==> src/rtl/mmio_uart_tx_if.sv <==
// CPU data-bus load/store channel between the CPU (master) and a
// memory-mapped responder (slave).
interface mmio_uart_tx_if #(
  parameter int XLEN = 32
);
  logic            load;
  logic            store;
  logic [XLEN-1:0] address;
  logic [XLEN-1:0] store_data;
  logic [XLEN-1:0] load_data;

  modport master (
    output load, store, address, store_data,
    input  load_data
  );

  modport slave (
    input  load, store, address, store_data,
    output load_data
  );
endinterface

==> src/rtl/mmio_uart_tx.sv <==
// Memory-mapped 8N1 UART transmitter with a byte FIFO.
// Stores to TXDATA queue bytes; STATUS and BAUD_DIV let firmware poll and
// configure the line. Frames are sent back to back while the FIFO has data.
module mmio_uart_tx #(
  parameter int              XLEN        = 32,
  parameter logic [XLEN-1:0] BASE        = 32'h1000_0000,
  parameter int              DEPTH       = 8,
  parameter logic [15:0]     DEFAULT_DIV = 16'd868
) (
  input  logic                 clock,
  input  logic                 reset,
  mmio_uart_tx_if.slave        bus,
  output logic                 tx,
  output logic                 irq_empty
);

  localparam int PW = $clog2(DEPTH);
  localparam int CW = PW + 1;

  typedef enum logic [1:0] {IDLE, START, DATA, STOP} state_t;

  state_t          state_q, state_d;
  logic [7:0]      shift_q, shift_d;
  logic [2:0]      bitCnt_q, bitCnt_d;
  logic [15:0]     baudCnt_q, baudCnt_d;
  logic            tx_q, tx_d;
  logic            irq_q;
  logic [15:0]     baudDiv_q, baudDiv_d;
  logic            overflow_q, overflow_d;
  logic [PW-1:0]   wrPtr_q, wrPtr_d;
  logic [PW-1:0]   rdPtr_q, rdPtr_d;
  logic [CW-1:0]   count_q, count_d;
  logic [7:0]      fifoMem [DEPTH];

  logic            sel;
  logic [1:0]      offset;
  logic            wrEn;
  logic            pushReq;
  logic            pushOk;
  logic            pop;
  logic            fifoEmpty;
  logic            fifoFull;
  logic            bitDone;
  logic [15:0]     baudReload;
  logic [XLEN-1:0] status;
  logic [XLEN-1:0] readMux;
  logic            unusedBits;

  assign sel        = (bus.address[XLEN-1:4] == BASE[XLEN-1:4]);
  assign offset     = bus.address[3:2];
  assign wrEn       = bus.store && sel;
  assign pushReq    = wrEn && (offset == 2'd0);
  assign fifoEmpty  = (count_q == '0);
  assign fifoFull   = (count_q == CW'(DEPTH));
  assign bitDone    = (baudCnt_q == 16'd0);
  assign baudReload = baudDiv_q - 16'd1;
  assign pushOk     = pushReq && (!fifoFull || pop);
  assign unusedBits = ^{bus.address[1:0], bus.store_data[XLEN-1:16]};

  // Transmit FSM: pick the next state, shifter and line level, and decide when to pop
  always_comb begin
    state_d   = state_q;
    shift_d   = shift_q;
    bitCnt_d  = bitCnt_q;
    baudCnt_d = baudCnt_q;
    tx_d      = tx_q;
    pop       = 1'b0;
    case (state_q)
      IDLE: begin
        if (!fifoEmpty) pop = 1'b1;
      end
      START: begin
        if (bitDone) begin
          state_d   = DATA;
          tx_d      = shift_q[0];
          baudCnt_d = baudReload;
        end else begin
          baudCnt_d = baudCnt_q - 16'd1;
        end
      end
      DATA: begin
        if (bitDone) begin
          baudCnt_d = baudReload;
          if (bitCnt_q == 3'd7) begin
            state_d = STOP;
            tx_d    = 1'b1;
          end else begin
            shift_d  = {1'b0, shift_q[7:1]};
            bitCnt_d = bitCnt_q + 3'd1;
            tx_d     = shift_q[1];
          end
        end else begin
          baudCnt_d = baudCnt_q - 16'd1;
        end
      end
      STOP: begin
        if (bitDone) begin
          if (!fifoEmpty) begin
            pop = 1'b1;
          end else begin
            state_d = IDLE;
            tx_d    = 1'b1;
          end
        end else begin
          baudCnt_d = baudCnt_q - 16'd1;
        end
      end
      default: state_d = IDLE;
    endcase
    if (pop) begin
      state_d   = START;
      shift_d   = fifoMem[rdPtr_q];
      tx_d      = 1'b0;
      bitCnt_d  = 3'd0;
      baudCnt_d = baudReload;
    end
  end

  // FIFO bookkeeping and register writes from the bus
  always_comb begin
    wrPtr_d    = pushOk ? wrPtr_q + PW'(1) : wrPtr_q;
    rdPtr_d    = pop ? rdPtr_q + PW'(1) : rdPtr_q;
    count_d    = count_q + CW'(pushOk) - CW'(pop);
    overflow_d = overflow_q;
    baudDiv_d  = baudDiv_q;
    if (pushReq && !pushOk) begin
      overflow_d = 1'b1;
    end else if (wrEn && (offset == 2'd1) && bus.store_data[3]) begin
      overflow_d = 1'b0;
    end
    if (wrEn && (offset == 2'd2)) begin
      baudDiv_d = (bus.store_data[15:0] == 16'd0) ? 16'd1 : bus.store_data[15:0];
    end
  end

  // Read data path: combinational, shows register values from before the edge
  always_comb begin
    status           = '0;
    status[0]        = (state_q != IDLE);
    status[1]        = fifoEmpty;
    status[2]        = fifoFull;
    status[3]        = overflow_q;
    status[8 +: CW]  = count_q;
    readMux          = '0;
    if (bus.load && sel) begin
      case (offset)
        2'd1:    readMux = status;
        2'd2:    readMux = {{(XLEN-16){1'b0}}, baudDiv_q};
        default: readMux = '0;
      endcase
    end
  end

  assign bus.load_data = readMux;
  assign tx            = tx_q;
  assign irq_empty     = irq_q;

  // State and register update; reset aborts any frame and empties the FIFO
  always_ff @(posedge clock or posedge reset) begin
    if (reset) begin
      state_q    <= IDLE;
      shift_q    <= 8'd0;
      bitCnt_q   <= 3'd0;
      baudCnt_q  <= 16'd0;
      tx_q       <= 1'b1;
      irq_q      <= 1'b1;
      baudDiv_q  <= DEFAULT_DIV;
      overflow_q <= 1'b0;
      wrPtr_q    <= '0;
      rdPtr_q    <= '0;
      count_q    <= '0;
    end else begin
      state_q    <= state_d;
      shift_q    <= shift_d;
      bitCnt_q   <= bitCnt_d;
      baudCnt_q  <= baudCnt_d;
      tx_q       <= tx_d;
      irq_q      <= fifoEmpty && (state_q == IDLE);
      baudDiv_q  <= baudDiv_d;
      overflow_q <= overflow_d;
      wrPtr_q    <= wrPtr_d;
      rdPtr_q    <= rdPtr_d;
      count_q    <= count_d;
    end
  end

  // FIFO storage; contents need no reset because the pointers define validity
  always_ff @(posedge clock) begin
    if (pushOk) fifoMem[wrPtr_q] <= bus.store_data[7:0];
  end

endmodule
==> src/flat_wrapper.sv <==
// flat-port wrapper written by rule: the top's interface ports become plain ports
module mmio_uart_tx_flat 
#(
  parameter int              XLEN        = 32,
  parameter logic [XLEN-1:0] BASE        = 32'h1000_0000,
  parameter int              DEPTH       = 8,
  parameter logic [15:0]     DEFAULT_DIV = 16'd868
)
  (clock, reset, tx, irq_empty, bus_load, bus_store, bus_address, bus_store_data, bus_load_data);
  mmio_uart_tx_if #(.XLEN(XLEN)) bus_i ();
  input  logic clock;
  input  logic reset;
  output logic tx;
  output logic irq_empty;
  input wire logic [$bits(bus_i.load)-1:0] bus_load;
  input wire logic [$bits(bus_i.store)-1:0] bus_store;
  input wire logic [$bits(bus_i.address)-1:0] bus_address;
  input wire logic [$bits(bus_i.store_data)-1:0] bus_store_data;
  output wire logic [$bits(bus_i.load_data)-1:0] bus_load_data;
  assign bus_i.load = bus_load;
  assign bus_i.store = bus_store;
  assign bus_i.address = bus_address;
  assign bus_i.store_data = bus_store_data;
  assign bus_load_data = bus_i.load_data;
  mmio_uart_tx #(.XLEN(XLEN), .BASE(BASE), .DEPTH(DEPTH), .DEFAULT_DIV(DEFAULT_DIV)) u_core (.clock(clock), .reset(reset), .bus(bus_i), .tx(tx), .irq_empty(irq_empty));
endmodule
==> config.mk <==
export PLATFORM = sky130hd
export DESIGN_NAME = mmio_uart_tx_flat
export DESIGN_NICKNAME = d
export VERILOG_FILES = /design/src/rtl/mmio_uart_tx_if.sv /design/src/rtl/mmio_uart_tx.sv /design/src/flat_wrapper.sv
export SDC_FILE = /design/constraint.sdc
export NUM_CORES = 1
export LEC_CHECK = 0
export CAP_MARGIN = 20
export CORE_UTILIZATION = 28
export CTS_CLUSTER_DIAMETER = 100
export DETAILED_ROUTE_END_ITERATION = 16
export GPL_TIMING_DRIVEN = 0
export PLACE_DENSITY = 0.47
export SYNTH_ARGS = -nofsm -noshare
export SYNTH_HDL_FRONTEND = slang
export SYNTH_SLANG_ARGS = --single-unit
export TNS_END_PERCENT = 20
==> constraint.sdc <==
create_clock -name clock -period 5.4 [get_ports clock]
set_input_delay 0.81 -clock clock [delete_from_list [all_inputs] [get_ports clock]]
set_output_delay 0.81 -clock clock [all_outputs]
set_load 0.05 [all_outputs]
==> impl_metrics.py <==
metrics = {
    "pwr": {
        "p_leak_nw": 3.001,
        "ir_drop_v": 0.0001952,
        "power_mw": 2.322,
        "cellPowerDensity_nw_per_um2": 293.0,
    },
    "placed_design": {
        "place_area_um2": 7336,
        "pre_cts_slack_ps": 1284,
        "portBuffers": 67,
        "dp_hpwl_mm": 11.02,
        "gp_congestion": 0.7723,
    },
    "routing": {
        "wl_per_cell_um": 16.65,
        "ant_nets": 0,
        "dr.pass1.iters": 10,
        "vias": 4282,
        "vias_per_cell": 4.774,
        "drtIter0Drc": 231,
        "totalWireLength_mm": 14.93,
        "remaining_drc_errors": 1,
    },
    "clocking": {
        "cts.htree.levels": 4,
        "clk_latency_ps": 420,
        "hold_buffers": 0,
        "cts_tree": "yes",
        "cts-resized-gates": 0,
        "cts_root_buf": "clkbuf_16",
        "cts_setup_buffers": 0,
        "cts_buffers": 17,
        "cts_max_path_buffers": 2,
        "cts.clk_slew.worst_paths_ps": 60,
        "clock_sinks": 122,
    },
    "floorplan": {
        "chipHeight_um": 150.7,
        "coreArea_um2": 21760,
        "start_util": 0.2846,
        "io_pins": 102,
        "rows": 54,
        "fp.dieW_um": 150.7,
        "dieArea_um2": 22710,
    },
    "global_routing": {
        "grt_overflow": 0,
        "track_usage": 0.1419,
        "grt_pass1_vias": 4430,
        "antenna_found_initial": 0,
        "grt_util_met1": 0.1764,
        "grt_max_degree": 31,
        "grt_use_met2": 0.2410,
        "grtUsageMet3": 0.03030,
        "grt_pass1_wl_mm": 23.85,
        "top_usage_layer": "met2",
    },
    "critical_path": {
        "crit_type": "input port to output port",
        "end_kind": "output port",
        "r2r_slack_ps": 1920,
        "path_max_fanout": 8,
        "arrival_ps": 3280,
        "worstSetupStartpointType": "input port",
        "required_ps": 4590,
        "regToRegStartpoint": "u_core.baudCnt_q[11]",
        "reg2reg_depth": 9,
        "rr_endpoint": "u_core.fifoMem[6][5]",
    },
    "finish": {
        "fin_nets": 693,
        "diodes": 0,
        "areaGrowthSynthToFinish_pct": 27.97,
        "fin_util": 0.3642,
        "drive_gt1_frac": 0.1831,
        "stdcell_area_um2": 7923,
    },
    "timing": {
        "worst_slack_ps": 1309,
        "setup_tns_ps": 0,
        "slew_headroom": 0.4434,
        "slew_viol_final": 0,
        "finalCritPeriodShare": 0.7575,
        "clock.fmax_mhz": 244.5,
        "setup_viol": 0,
        "worst-slew-pin-transition_ps": 834.9,
        "fin_crit_ps": 4091,
        "skew_ps": 9.740,
        "grt_setup_unrepaired": "no",
        "finalHoldViolCount": 0,
    },
    "yosys": {
        "ys_ff_latch": 122,
        "synth_area_um2": 6191,
        "synth_edf_count": 64,
        "async_flop_share": 0.4754,
        "synth.distinct_cells": 60,
        "seq_area_frac_synth": 0.5463,
        "ys.flop_type": "edfxtp_1",
        "synth.avg_cell_area_um2": 12.51,
        "ys_warn_count": 0,
        "syn_inst": 495,
    },
    "worst_hold_path": {
        "min_from": "u_core.overflow_q",
        "hold_path_depth": 1,
        "hold_path.class": "register to register",
        "hold_end": "u_core.overflow_q",
    },
    "status": {
        "violations": "DRC",
        "status": "complete, but fails checks",
    },
    "flow_run": {
        "maxCapViolCount": 0,
    },
}
worst max-delay path by stage:
stage	startpoint	to	slack [ps]
2_1_floorplan	u_core.baudCnt_q[11]	u_core.fifoMem[0][0]	2090
5_1_grt	bus_address[27]	bus_load_data[2]	1110
6_report	bus_address[27]	bus_load_data[1]	1310
3_5_place_dp	bus_address[27]	bus_load_data[0]	1280
4_1_cts	bus_address[27]	bus_load_data[0]	1270
3_3_place_gp	bus_address[27]	u_core.fifoMem[0][4]	1110
where the power goes:
part           total, mW  internal (mW)  leakage [nW]  switching [mW]
Clock               1.08          0.676         0.255           0.406
Sequential          1.02           1.01          1.30          0.0139
Combinational      0.215          0.100          1.45           0.115
Total               2.32           1.79          3.00           0.535
cell usage after synthesis (all sizes together), types with 10 or more instances:
cell type | instances | share of area
inv | 21 | 0.013
nor2b | 11 | 0.011
mux2i | 10 | 0.016
ha | 20 | 0.040
mux4 | 16 | 0.058
mux2 | 16 | 0.029
o21ai | 12 | 0.0097
dfrtp | 51 | 0.21
a21oi | 19 | 0.015
nand2 | 22 | 0.016
nor2 | 32 | 0.019
xnor2 | 12 | 0.017
buf | 26 | 0.028
nor4 | 20 | 0.020
edfxtp | 64 | 0.31
nor3 | 19 | 0.015
clkbuf | 10 | 0.0061
cell type report:
| cell class | count | area (µm²) |
|---|---|---|
| Buffer | 36 | 214.0 |
| Clock buffer | 21 | 440.4 |
| Clock inverter | 11 | 123.9 |
| Fill cell | 2139 | 13830 |
| Inverter | 22 | 83.83 |
| Multi-Input combinational cell | 330 | 2585 |
| Sequential cell | 122 | 3382 |
| Tap cell | 280 | 350.3 |
| Timing Repair Buffer | 75 | 743.2 |
layout by cell type (no fill, tap or decap), drive strengths merged, types with 3 or more instances in the layout:
cell type,instances
inv,21
and3,4
nor4,20
edfxtp,64
nand3,8
or3,6
mux2i,10
nand2b,4
mux2,16
clkdlybuf4s50,67
or4,6
nand2,22
a31oi,3
dfstp,7
a21oi,19
clkinvlp,6
buf,33
ha,20
nor2b,11
nor3,19
xor2,9
dfrtp,51
nor2,32
a22oi,9
conb,16
mux4,16
clkbuf,32
clkinv,4
xnor2,12
a211oi,9
nor4b,7
and2,9
o21ai,12
critical path: stages:
cell and delay [ps]:
clkdlybuf4s50_1 400, nor4b_1 350, nand3_1 120, nor2_1 220
nand3_1 320, nor2_1 240, clkdlybuf4s50_1 830
flip-flops by register name, indices dropped and copies added (netlist names), 3 cells and up:
| register | flops |
|---|---|
| u_core.fifoMem | 64 |
| u_core.baudCnt_q | 16 |
| u_core.baudDiv_q | 16 |
| u_core.shift_q | 8 |
| u_core.count_q | 4 |
| u_core.bitCnt_q | 3 |
| u_core.rdPtr_q | 3 |
| u_core.wrPtr_q | 3 |
per-layer routing:
| layer | share of wire | wire [µm] |
|---|---|---|
| met1 | 0.45 | 6674 |
| met2 | 0.50 | 7489 |
| met3 | 0.039 | 576 |
| met4 | 0.013 | 191 |
| met5 | 0 | 0 |
stage by stage:
| step | hold WS [ps] | cells |
|---|---|---|
| after floorplan | 457.0 | 510 |
| after detailed placement | 483.9 | 862 |
| after global routing | 521.6 | 897 |
| final | 497.0 | 897 |
| after global placement | 477.7 | 857 |
| after CTS | 502.0 | 894 |
kinds of logic after synthesis:
| family | after synthesis | synth area share |
|---|---|---|
| flops | 122 | 0.5463 |
| compound gates | 75 | 0.08104 |
| mux | 42 | 0.1035 |
| xor+xnor | 21 | 0.02971 |
| other cells | 1 | 0.0006057 |
| fa+ha+maj | 21 | 0.04365 |
| simple gates | 155 | 0.1471 |
| buf+inv | 58 | 0.04810 |
Power figures use the tool's default switching activity.
